--- config.mk ---
export PLATFORM = sky130hd
export DESIGN_NAME = floor_counter_scheduler
export DESIGN_NICKNAME = d
export VERILOG_FILES = /design/src/rtl/floor_counter_scheduler_pkg.sv /design/src/rtl/floor_counter_scheduler_request_reg.sv /design/src/rtl/floor_counter_scheduler.sv
export SDC_FILE = /design/constraint.sdc
export NUM_CORES = 1
export LEC_CHECK = 0
export CORE_ASPECT_RATIO = 0.75
export CORE_MARGIN = 2
export CORE_UTILIZATION = 40
export DETAILED_ROUTE_END_ITERATION = 7
export HOLD_SLACK_MARGIN = 0.1
export PLACE_DENSITY_LB_ADDON = 0.08
export REMOVE_ABC_BUFFERS = 1
export SLEW_MARGIN = 20
export SYNTH_ARGS = -nofsm -noshare
export SYNTH_HDL_FRONTEND = slang
export SYNTH_HIERARCHICAL = 1
export SYNTH_SLANG_ARGS = --single-unit
--- constraint.sdc ---
create_clock -name clk -period 7.45 [get_ports clk]
set_input_delay 0.745 -clock clk [delete_from_list [all_inputs] [get_ports clk]]
set_output_delay 0.745 -clock clk [all_outputs]
set_load 0.02 [all_outputs]
--- src/rtl/floor_counter_scheduler_pkg.sv ---
// Shared constants for the elevator floor-counter scheduler and the counter it drives.
package floor_counter_scheduler_pkg;

  localparam int unsigned FLOOR_W = 4;

  localparam logic [1:0] MODO_UP   = 2'b00;
  localparam logic [1:0] MODO_DOWN = 2'b01;
  localparam logic [1:0] MODO_LOAD = 2'b11;

  typedef enum logic [2:0] {
    S_INIT,
    S_IDLE,
    S_MOVE,
    S_STEP,
    S_ARRIVE,
    S_DOOR
  } state_t;

endpackage

--- src/rtl/floor_counter_scheduler_request_reg.sv ---
// Latched floor calls plus the above/below/here summary relative to the current floor.
module floor_request_reg
  import floor_counter_scheduler_pkg::*;
#(
  parameter int unsigned N_FLOORS = 8
) (
  input  logic                clk,
  input  logic                rst,
  input  logic [N_FLOORS-1:0] req_i,
  input  logic                clr_en_i,
  input  logic                look_req_i,
  input  logic [FLOOR_W-1:0]  floor_i,
  output logic [N_FLOORS-1:0] pending_o,
  output logic                above_o,
  output logic                below_o,
  output logic                here_o
);

  logic [N_FLOORS-1:0] pending_q;
  logic [N_FLOORS-1:0] pending_d;
  logic [N_FLOORS-1:0] clr_mask;
  logic [N_FLOORS-1:0] view;

  // look_req_i folds this cycle's calls into the decision without waiting for the latch.
  always_comb begin
    clr_mask = '0;
    view     = pending_q | (look_req_i ? req_i : '0);
    above_o  = 1'b0;
    below_o  = 1'b0;
    here_o   = 1'b0;
    for (int unsigned i = 0; i < N_FLOORS; i++) begin
      if (i == 32'(floor_i)) begin
        clr_mask[i] = clr_en_i;
        here_o      = view[i];
      end
      if (view[i]) begin
        if (i > 32'(floor_i)) above_o = 1'b1;
        if (i < 32'(floor_i)) below_o = 1'b1;
      end
    end
    pending_d = (pending_q | req_i) & ~clr_mask;
  end

  always_ff @(posedge clk or posedge rst) begin
    if (rst) pending_q <= '0;
    else     pending_q <= pending_d;
  end

  assign pending_o = pending_q;

endmodule

--- src/rtl/floor_counter_scheduler.sv ---
// SCAN-policy sequencer for the 4-bit floor counter: steps one floor per command, holds the door on arrival.
module floor_counter_scheduler
  import floor_counter_scheduler_pkg::*;
#(
  parameter int unsigned N_FLOORS    = 8,
  parameter int unsigned STEP_CYCLES = 4,
  parameter int unsigned DOOR_CYCLES = 6
) (
  input  logic                clk,
  input  logic                rst,
  input  logic [N_FLOORS-1:0] req,
  input  logic [FLOOR_W-1:0]  cnt_q,
  output logic                cnt_enb,
  output logic [1:0]          cnt_modo,
  output logic [FLOOR_W-1:0]  cnt_data,
  output logic                door_open,
  output logic                busy,
  output logic                dir_up,
  output logic [N_FLOORS-1:0] pending
);

  localparam int unsigned TMAX = (STEP_CYCLES > DOOR_CYCLES) ? STEP_CYCLES : DOOR_CYCLES;
  localparam int unsigned TW   = (TMAX > 1) ? $clog2(TMAX) : 1;
  localparam logic [TW-1:0] STEP_LOAD = TW'(STEP_CYCLES - 1);
  localparam logic [TW-1:0] DOOR_LOAD = TW'(DOOR_CYCLES - 1);

  state_t              state_q;
  logic [TW-1:0]       timer_q;
  logic                dir_up_q;
  logic                cnt_enb_q;
  logic [1:0]          cnt_modo_q;
  logic [FLOOR_W-1:0]  cnt_data_q;
  logic                door_q;
  logic                busy_q;

  logic above, below, here, floor_valid, req_here;

  floor_request_reg #(
    .N_FLOORS (N_FLOORS)
  ) u_req (
    .clk        (clk),
    .rst        (rst),
    .req_i      (req),
    .clr_en_i   (state_q == S_DOOR),
    .look_req_i (state_q == S_ARRIVE),
    .floor_i    (cnt_q),
    .pending_o  (pending),
    .above_o    (above),
    .below_o    (below),
    .here_o     (here)
  );

  always_comb begin
    floor_valid = (32'(cnt_q) < N_FLOORS);
    req_here    = 1'b0;
    for (int unsigned i = 0; i < N_FLOORS; i++) begin
      if (i == 32'(cnt_q)) req_here = req[i];
    end
  end

  // Outputs are registered on the transition into a state, so a command pulse
  // coincides exactly with the INIT/STEP cycle it belongs to; INIT after reset
  // spends one cycle raising the load pulse before it is seen.
  always_ff @(posedge clk or posedge rst) begin
    if (rst) begin
      state_q    <= S_INIT;
      timer_q    <= '0;
      dir_up_q   <= 1'b1;
      cnt_enb_q  <= 1'b0;
      cnt_modo_q <= MODO_LOAD;
      cnt_data_q <= '0;
      door_q     <= 1'b0;
      busy_q     <= 1'b1;
    end else begin
      cnt_enb_q <= 1'b0;
      case (state_q)
        S_INIT: begin
          if (!cnt_enb_q) begin
            cnt_enb_q  <= 1'b1;
            cnt_modo_q <= MODO_LOAD;
            cnt_data_q <= '0;
          end else begin
            state_q <= S_IDLE;
            busy_q  <= 1'b0;
          end
        end
        S_IDLE: begin
          if (!floor_valid) begin
            state_q    <= S_INIT;
            busy_q     <= 1'b1;
            cnt_enb_q  <= 1'b1;
            cnt_modo_q <= MODO_LOAD;
            cnt_data_q <= '0;
          end else if (here) begin
            state_q <= S_DOOR;
            busy_q  <= 1'b1;
            door_q  <= 1'b1;
            timer_q <= DOOR_LOAD;
          end else if (above || below) begin
            if (!(above && below)) dir_up_q <= above;
            state_q <= S_MOVE;
            busy_q  <= 1'b1;
            timer_q <= STEP_LOAD;
          end
        end
        S_MOVE: begin
          if (timer_q == '0) begin
            state_q    <= S_STEP;
            cnt_enb_q  <= 1'b1;
            cnt_modo_q <= dir_up_q ? MODO_UP : MODO_DOWN;
          end else begin
            timer_q <= timer_q - TW'(1);
          end
        end
        S_STEP: state_q <= S_ARRIVE;
        S_ARRIVE: begin
          if (here) begin
            state_q <= S_DOOR;
            door_q  <= 1'b1;
            timer_q <= DOOR_LOAD;
          end else if (dir_up_q ? above : below) begin
            state_q <= S_MOVE;
            timer_q <= STEP_LOAD;
          end else if (dir_up_q ? below : above) begin
            dir_up_q <= ~dir_up_q;
            state_q  <= S_MOVE;
            timer_q  <= STEP_LOAD;
          end else begin
            state_q <= S_IDLE;
            busy_q  <= 1'b0;
          end
        end
        S_DOOR: begin
          if (req_here) begin
            timer_q <= DOOR_LOAD;
          end else if (timer_q == '0) begin
            state_q <= S_IDLE;
            door_q  <= 1'b0;
            busy_q  <= 1'b0;
          end else begin
            timer_q <= timer_q - TW'(1);
          end
        end
        default: state_q <= S_INIT;
      endcase
    end
  end

  assign cnt_enb   = cnt_enb_q;
  assign cnt_modo  = cnt_modo_q;
  assign cnt_data  = cnt_data_q;
  assign door_open = door_q;
  assign busy      = busy_q;
  assign dir_up    = dir_up_q;

endmodule

==> impl_metrics.toml, run 1 <==
[yosys]
synth_warnings = 6
syn_avg_cell_area_um2 = 8.238
synthDistinctLibCells = 48
syn-cell-area_um2 = 1565
synth-seq-cells = 20
yosys.area_share.xor_xnor_pct = 0
combinational_family_with_the_most_area_after_synthesis = "compound AO/OA/AOI/OAI gates"
synth_seq_area_share_pct = 32.29
synth-compound-area-share_pct = 30.46
synthArstFlopShare_pct = 100.0
synth.area.mux_share_pct = 8.313
synth_enable_flop_cells = 0
synthCells = 190
synthAdderAreaFrac_pct = 1.599
synthSimpleGateAreaFrac_pct = 19.74
ys.flop_type = "sky130_fd_sc_hd__dfrtp_1"

[critical_path]
critPathRequiredTime_ns = 7.64
crit_path_cells = "nand2b_1 -> nor2_1 -> a21oi_1 -> mux4_2 -> o22ai_2 -> nor2b_1 -> nand2_1 -> a221oi_1 -> a31oi_1 -> mux2i_1"
startpoint_type = "flop"
cp_max_fo = 15
critical_path_class = "reg2reg"
critical_path.slowest_cell = "sky130_fd_sc_hd__nor2_1"
type_of_element_capturing_the_critical_path = "flop"
worst_ep_arrival_time_ns = 3.70
crit_path_max_incr_delay_ns = 0.70

[timing]
clock.fmax_mhz = 285.0
max-slew-margin-rel_pct = 41.67
finalHoldViolCount = 0
drv_slew = 0
clock-skew-final_ns = 0.009745
tightest_slew_ns = 0.8718
fin_setup_tns_ns = 0
unrepaired_setup_endpoints_after_global_routing = "no"
layout_min_cycle_time_ns = 3.508
layout_worst_path_cycle_share_pct = 47.09
setup_violations = 0

[clocking]
numClockSinks = 20
ctsLongestPathBuffers = 2
cts_tree = "done"
cts-resized-gates = 0
worst_skew_pair_later_pin_latency_ns = 0.27
holdBufCountCts = 0
root_buffer_cell = "sky130_fd_sc_hd__clkbuf_8"
postCtsSetupBuffers = 0
cts.reportedPaths.clkPinSlew_ns = 0.08
htreeDepth = 1
cts_buffers = 3

[layout]
commonest_non_fill_non_tap_cell_in_the_layout = "sky130_fd_sc_hd__nor2_1"
final.fill_count = 368
most-common-layout-cells = "sky130_fd_sc_hd__nor2_1 (36), sky130_fd_sc_hd__clkdlybuf4s50_1 (27), sky130_fd_sc_hd__a21oi_1 (18)"
num_antenna_cells = 0
final_core_utilization_pct = 50.78
finish.net_count = 229
stdcell_count = 264
syn2layout_area_growth_pct = 20.30
post_route_cells_drive_above_1_share_pct = 10.38

[placement]
place_inst = 260
detailedPlacementHpwl_um = 3194
weighted_congestion_reported_at_the_end_of_routability_driven_placement = 0.9204
count_of_buffers_from_port_buffering = 27

[floorplan]
core_region_area_um2 = 3709
boundaryPins = 32
die_y_um = 58.18
die_area_um2 = 4435
floorplan.die.width_um = 76.23
starting_density_of_the_core_pct = 42.21
number_of_core_rows = 19

[global_route]
total_global_route_track_usage_pct = 19.81
grt_antenna_before_repair = 0
grt_pass1_vias = 1364
maximum_number_of_pins_on_one_net_before_global_route_repair = 22
gr-total-overflow = 0
grt_pass1_wl_um = 6900

[pwr]
totalPowerFinal_uw = 484.4
total_leakage_power_uw = 0.0007146
ir_drop_uv = 178.0
power.density_nw_per_um2 = 257.2

[job]
timing.max_cap.violations = 0

[min_path]
hold_path.class = "reg2reg"

[drt]
wirelength_um = 4176
drtAntennaViolNets = 0
residual_drc_count = 0
avgViaCountPerCell = 5.723
vias = 1511
drt_iter0_markers = 110
drt_first_pass_iters = 4
routedWlPerCell_um = 15.82

[outcome]
status = "finished clean"
## logic make-up (layout without fill, tap and decap cells)
| group | Yosys count | after routing |
|---|---|---|
| AO/OA/AOI/OAI | 69 | 69 |
| AND/OR/NAND/NOR | 66 | 66 |
| buffers and inverters | 23 | 42 |
| flip-flops | 20 | 20 |
| multiplexers | 9 | 9 |
| adder cells (fa/ha/maj) | 2 | 2 |
| other | 1 | 4 |
## synth_stat cells (all sizes together) (2+ instances only)
master | n | area share (%)
a41oi | 4 | 2.2
o221ai | 2 | 1.1
dfstp | 4 | 6.7
clkbuf | 2 | 0.48
o21a | 2 | 0.96
o22ai | 2 | 1.6
a21boi | 2 | 0.96
nand2 | 6 | 1.4
mux2 | 2 | 1.4
o31ai | 3 | 1.4
inv | 11 | 2.6
mux4 | 3 | 4.3
nor3 | 3 | 0.96
a21oi | 21 | 7.4
nor2b | 8 | 3.4
nand2b | 7 | 2.8
dfrtp | 16 | 26
a221oi | 2 | 1.1
o41ai | 2 | 1.1
ha | 2 | 1.6
buf | 10 | 4.2
a31oi | 9 | 3.6
mux2i | 4 | 2.6
o21ai | 10 | 3.2
nor2 | 36 | 8.6
a41o | 2 | 1.3
## per-layer routing
layer | vias up | track usage [%] | wire (µm)
met5 | - | 0 | 0
met4 | 0 | 3.896 | 29
met3 | 5 | 4.206 | 318
met2 | 56 | 28.82 | 1757
met1 | 713 | 30.34 | 2071
li1 | 737 | - | -
## critical path, delay by kind of cell (launching register included)
kind	cells	cell delay, ns
AO/OA/AOI/OAI	4	0.89
flip-flops	1	0.63
AND/OR/NAND/NOR	4	1.23
multiplexers	2	0.68
## state kept, by name, indices dropped and copies added (netlist names)
| name | count |
|---|---|
| u_req/pending_o | 8 |
| state_q | 3 |
| timer_q | 3 |
| cnt_modo | 2 |
| busy | 1 |
| cnt_enb | 1 |
| dir_up | 1 |
| door_open | 1 |
## layout make-up
cell class	count	area, µm²	share of cell area, %
Clock buffer	4	45.04	2.392
Inverter	11	41.29	2.193
Multi-Input combinational cell	150	955.9	50.76
Sequential cell	20	505.5	26.84
Tap cell	52	65.06	3.455
Timing Repair Buffer	27	270.3	14.35
## where the power goes
group          switching, µW  internal (µW)  total (µW)
Clock                   36.6           38.1        74.7
Sequential              42.4            135         177
Combinational            130            103         233
## stage by stage
step | instance area, µm² | setup WS, ns | hold slack (ns)
2_1_floorplan | 1503 | 4.606 | 0.4864
3_3_place_gp | 1838 | 3.929 | 0.4973
3_5_place_dp | 1838 | 3.813 | 0.5089
4_1_cts | 1883 | 3.987 | 0.5248
5_1_grt | 1883 | 3.625 | 0.5473
6_report | 1883 | 3.942 | 0.5153
## path summary, 6_finish.rpt
path	startpoint	to	slack, ns	cells after the start
max	state_q[2]$_DFFE_PP0P_	state_q[0]$_DFFE_PP0P_	3.94	10
min	cnt_modo[0]$_DFFE_PP1P_	cnt_modo[0]$_DFFE_PP1P_	0.52	2
max reg2reg	state_q[2]$_DFFE_PP0P_	state_q[0]$_DFFE_PP0P_	3.94	10
min reg2reg	cnt_modo[0]$_DFFE_PP1P_	cnt_modo[0]$_DFFE_PP1P_	0.52	2
max in group asynchronous	rst	cnt_modo[0]$_DFFE_PP1P_	6.27	2
min in group asynchronous	rst	u_req/pending_o[2]$_DFF_PP0_	0.77	2
Note: power is estimated with default switching activity, not from simulation.
==> run 2, diff against run 1 <==
Clock period 7.45 ns to 3.1 ns, I/O delays scaled along.
==> run 2 against run 1 <==
Compared with the run above:
- die area unchanged
- wire length up 8.1%
- worst setup slack worse by 3.7 ns
- sequential cell count unchanged
- clock-buffer cell count unchanged
- clock power rose to 2.8 times the previous value
- sequential power up 110%
==> impl_metrics.toml, run 2 (synthesis gave the netlist of run 1 again) <==
[critical_path]
crit-reg2reg-launch = "state_q[2]$_DFFE_PP0P_"
rr_endpoint = "state_q[0]$_DFFE_PP0P_"
type_of_element_capturing_the_critical_path = "flop"
rr_worst_depth = 12
critPathRequiredTime_ns = 3.29
worst_ep_arrival_time_ns = 3.06
rrSetupSlack_ns = 0.23
startpoint_type = "flop"
critical_path_class = "reg2reg"
cp_max_fo = 12

[clocking]
cts.reportedPaths.clkPinSlew_ns = 0.08
cts_tree = "done"
postCtsSetupBuffers = 0
cts_buffers = 3
htreeDepth = 1
numClockSinks = 20
worst_skew_pair_later_pin_latency_ns = 0.27
ctsLongestPathBuffers = 2
root_buffer_cell = "sky130_fd_sc_hd__clkbuf_8"

[timing]
finalHoldViolCount = 0
unrepaired_setup_endpoints_after_global_routing = "no"
clock.fmax_mhz = 348.2
setup_violations = 0
clock-skew-final_ns = 0.004289
hold-worst-slack_ns = 0.3272
fin_ws_ns = 0.2284
layout_min_cycle_time_ns = 2.872
fin_setup_tns_ns = 0
drv_slew = 0
layout_worst_path_cycle_share_pct = 92.63

[pwr]
total_leakage_power_uw = 0.0007847
power.density_nw_per_um2 = 625.1
p_clk_share_pct = 16.6
sw_share_pct = 42.43
seqPwrFrac_pct = 29.4
power.share.combinational_pct = 54.0
power_dissipated_by_switching_net_loads_uw = 531.3
ir_drop_uv = 342.6
internal-power_uw = 720.9
totalPowerFinal_uw = 1252

[floorplan]
floorplan.die.width_um = 76.23
number_of_core_rows = 19
die_y_um = 58.18
die_area_um2 = 4435
boundaryPins = 32
core_region_area_um2 = 3709
starting_density_of_the_core_pct = 42.21

[job]
timing.max_cap.violations = 0

[drt]
residual_drc_count = 0
routedWlPerCell_um = 16.30
route.top_layer_used = "met4"
drtAntennaViolNets = 0
met2_length_um = 1839
drt_iter0_markers = 144
wirelength_met1_um = 2252
vias = 1624
drt_first_pass_iters = 5
avgViaCountPerCell = 5.863
wl_met3_um = 363
wirelength_um = 4514

[global_route]
total_global_route_track_usage_pct = 21.61
gr-total-overflow = 0
maximum_number_of_pins_on_one_net_before_global_route_repair = 21
grt_antenna_before_repair = 0
grt_pass1_vias = 1531
grt_pass1_wl_um = 7555

[min_path]
hold_path.class = "in2async"

[placement]
weighted_congestion_reported_at_the_end_of_routability_driven_placement = 0.9238
count_of_buffers_from_port_buffering = 27
detailedPlacementHpwl_um = 3429
place_inst = 273
dpl_worst_slack_ns = -0.004742

[layout]
stdcell_count = 277
final.fill_count = 356
largest_register_ff_count = 8
num_antenna_cells = 0
commonest_non_fill_non_tap_cell_in_the_layout = "sky130_fd_sc_hd__nor2_1"
finish.net_count = 242
syn2layout_area_growth_pct = 27.98
post_route_cells_drive_above_1_share_pct = 16.89
most-common-layout-cells = "sky130_fd_sc_hd__nor2_1 (35), sky130_fd_sc_hd__clkdlybuf4s50_1 (27), sky130_fd_sc_hd__a21oi_1 (18)"

[outcome]
status = "finished clean"
run 2: changes by cell type in the layout (fill, tap and decap cells not counted):
cell	before	now
sky130_fd_sc_hd__buf_4	0	13
sky130_fd_sc_hd__clkbuf_1	1	0
sky130_fd_sc_hd__clkbuf_8	3	4
sky130_fd_sc_hd__nor2_1	36	35
sky130_fd_sc_hd__nor2_4	0	1
sky130_fd_sc_hd__nor3_1	3	2
sky130_fd_sc_hd__nor3_2	0	1
run 2: routing by layer:
metal | track usage [%] | vias up
met4 | 5.455 | 0
met2 | 31.73 | 72
met3 | 4.050 | 7
li1 | - | 761
met1 | 32.81 | 784
met5 | 0 | -
run 2: final cells by class:
| type | instances | area (µm²) | share of cell area [%] |
|---|---|---|---|
| multi-input combinational | 150 | 968.4 | 48.34 |
| tap | 52 | 65.06 | 3.248 |
| inverter | 11 | 41.29 | 2.061 |
| clock buffer | 4 | 55.05 | 2.748 |
| timing repair buffer | 40 | 367.9 | 18.36 |
| sequential | 20 | 505.5 | 25.23 |
run 2: how the worst max path moves through the flow:
stage / slack [ns] / cells past startpoint / to / from
final: 0.23 / 12 / state_q[0]$_DFFE_PP0P_ / state_q[2]$_DFFE_PP0P_
after global placement: 0.16 / 10 / timer_q[2]$_DFFE_PP0P_ / state_q[1]$_DFFE_PP0P_
after CTS: 0.20 / 10 / state_q[0]$_DFFE_PP0P_ / state_q[1]$_DFFE_PP0P_
after floorplan: 0.26 / 10 / state_q[0]$_DFFE_PP0P_ / state_q[1]$_DFFE_PP0P_
after global routing: 0.02 / 12 / state_q[0]$_DFFE_PP0P_ / state_q[2]$_DFFE_PP0P_
after detailed placement: -0.005 / 10 / state_q[0]$_DFFE_PP0P_ / state_q[1]$_DFFE_PP0P_
run 2: power groups by stage:
stage | Clock, µW | Sequential [µW] | Combinational, µW
floorplan | 0 | 424 | 382
global placement | 0 | 367 | 649
detailed placement | 0 | 369 | 660
CTS | 216 | 366 | 665
global route | 225 | 376 | 748
finish | 207 | 368 | 676
run 2: metrics by stage:
stage                     util [%]  instance area (µm²)
after floorplan                  -                 1503
after global placement       52.19                 1936
after detailed placement     52.19                 1936
after CTS                    53.74                 1993
after global routing         54.01                 2003
final                        54.01                 2003
run 2: timing repair:
action                                  in CTS  in global routing
hold buffers                                 0                  0
endpoints found under the setup margin       1                  1
resized for setup                            1                  2
run 2: critical path, stage by stage, from the launching register on:
cell and delay, ns:
sky130_fd_sc_hd__dfrtp_1 0.39, sky130_fd_sc_hd__nand2b_1 0.19, sky130_fd_sc_hd__nor2_4 0.11, sky130_fd_sc_hd__a21oi_1 0.22
sky130_fd_sc_hd__o21ai_0 0.15, sky130_fd_sc_hd__o41ai_1 0.40, sky130_fd_sc_hd__nand4_1 0.17, sky130_fd_sc_hd__buf_4 0.19
sky130_fd_sc_hd__nor3_2 0.20, sky130_fd_sc_hd__nand2_1 0.07, sky130_fd_sc_hd__a21o_1 0.22, sky130_fd_sc_hd__a21oi_1 0.25
sky130_fd_sc_hd__mux2i_1 0.23
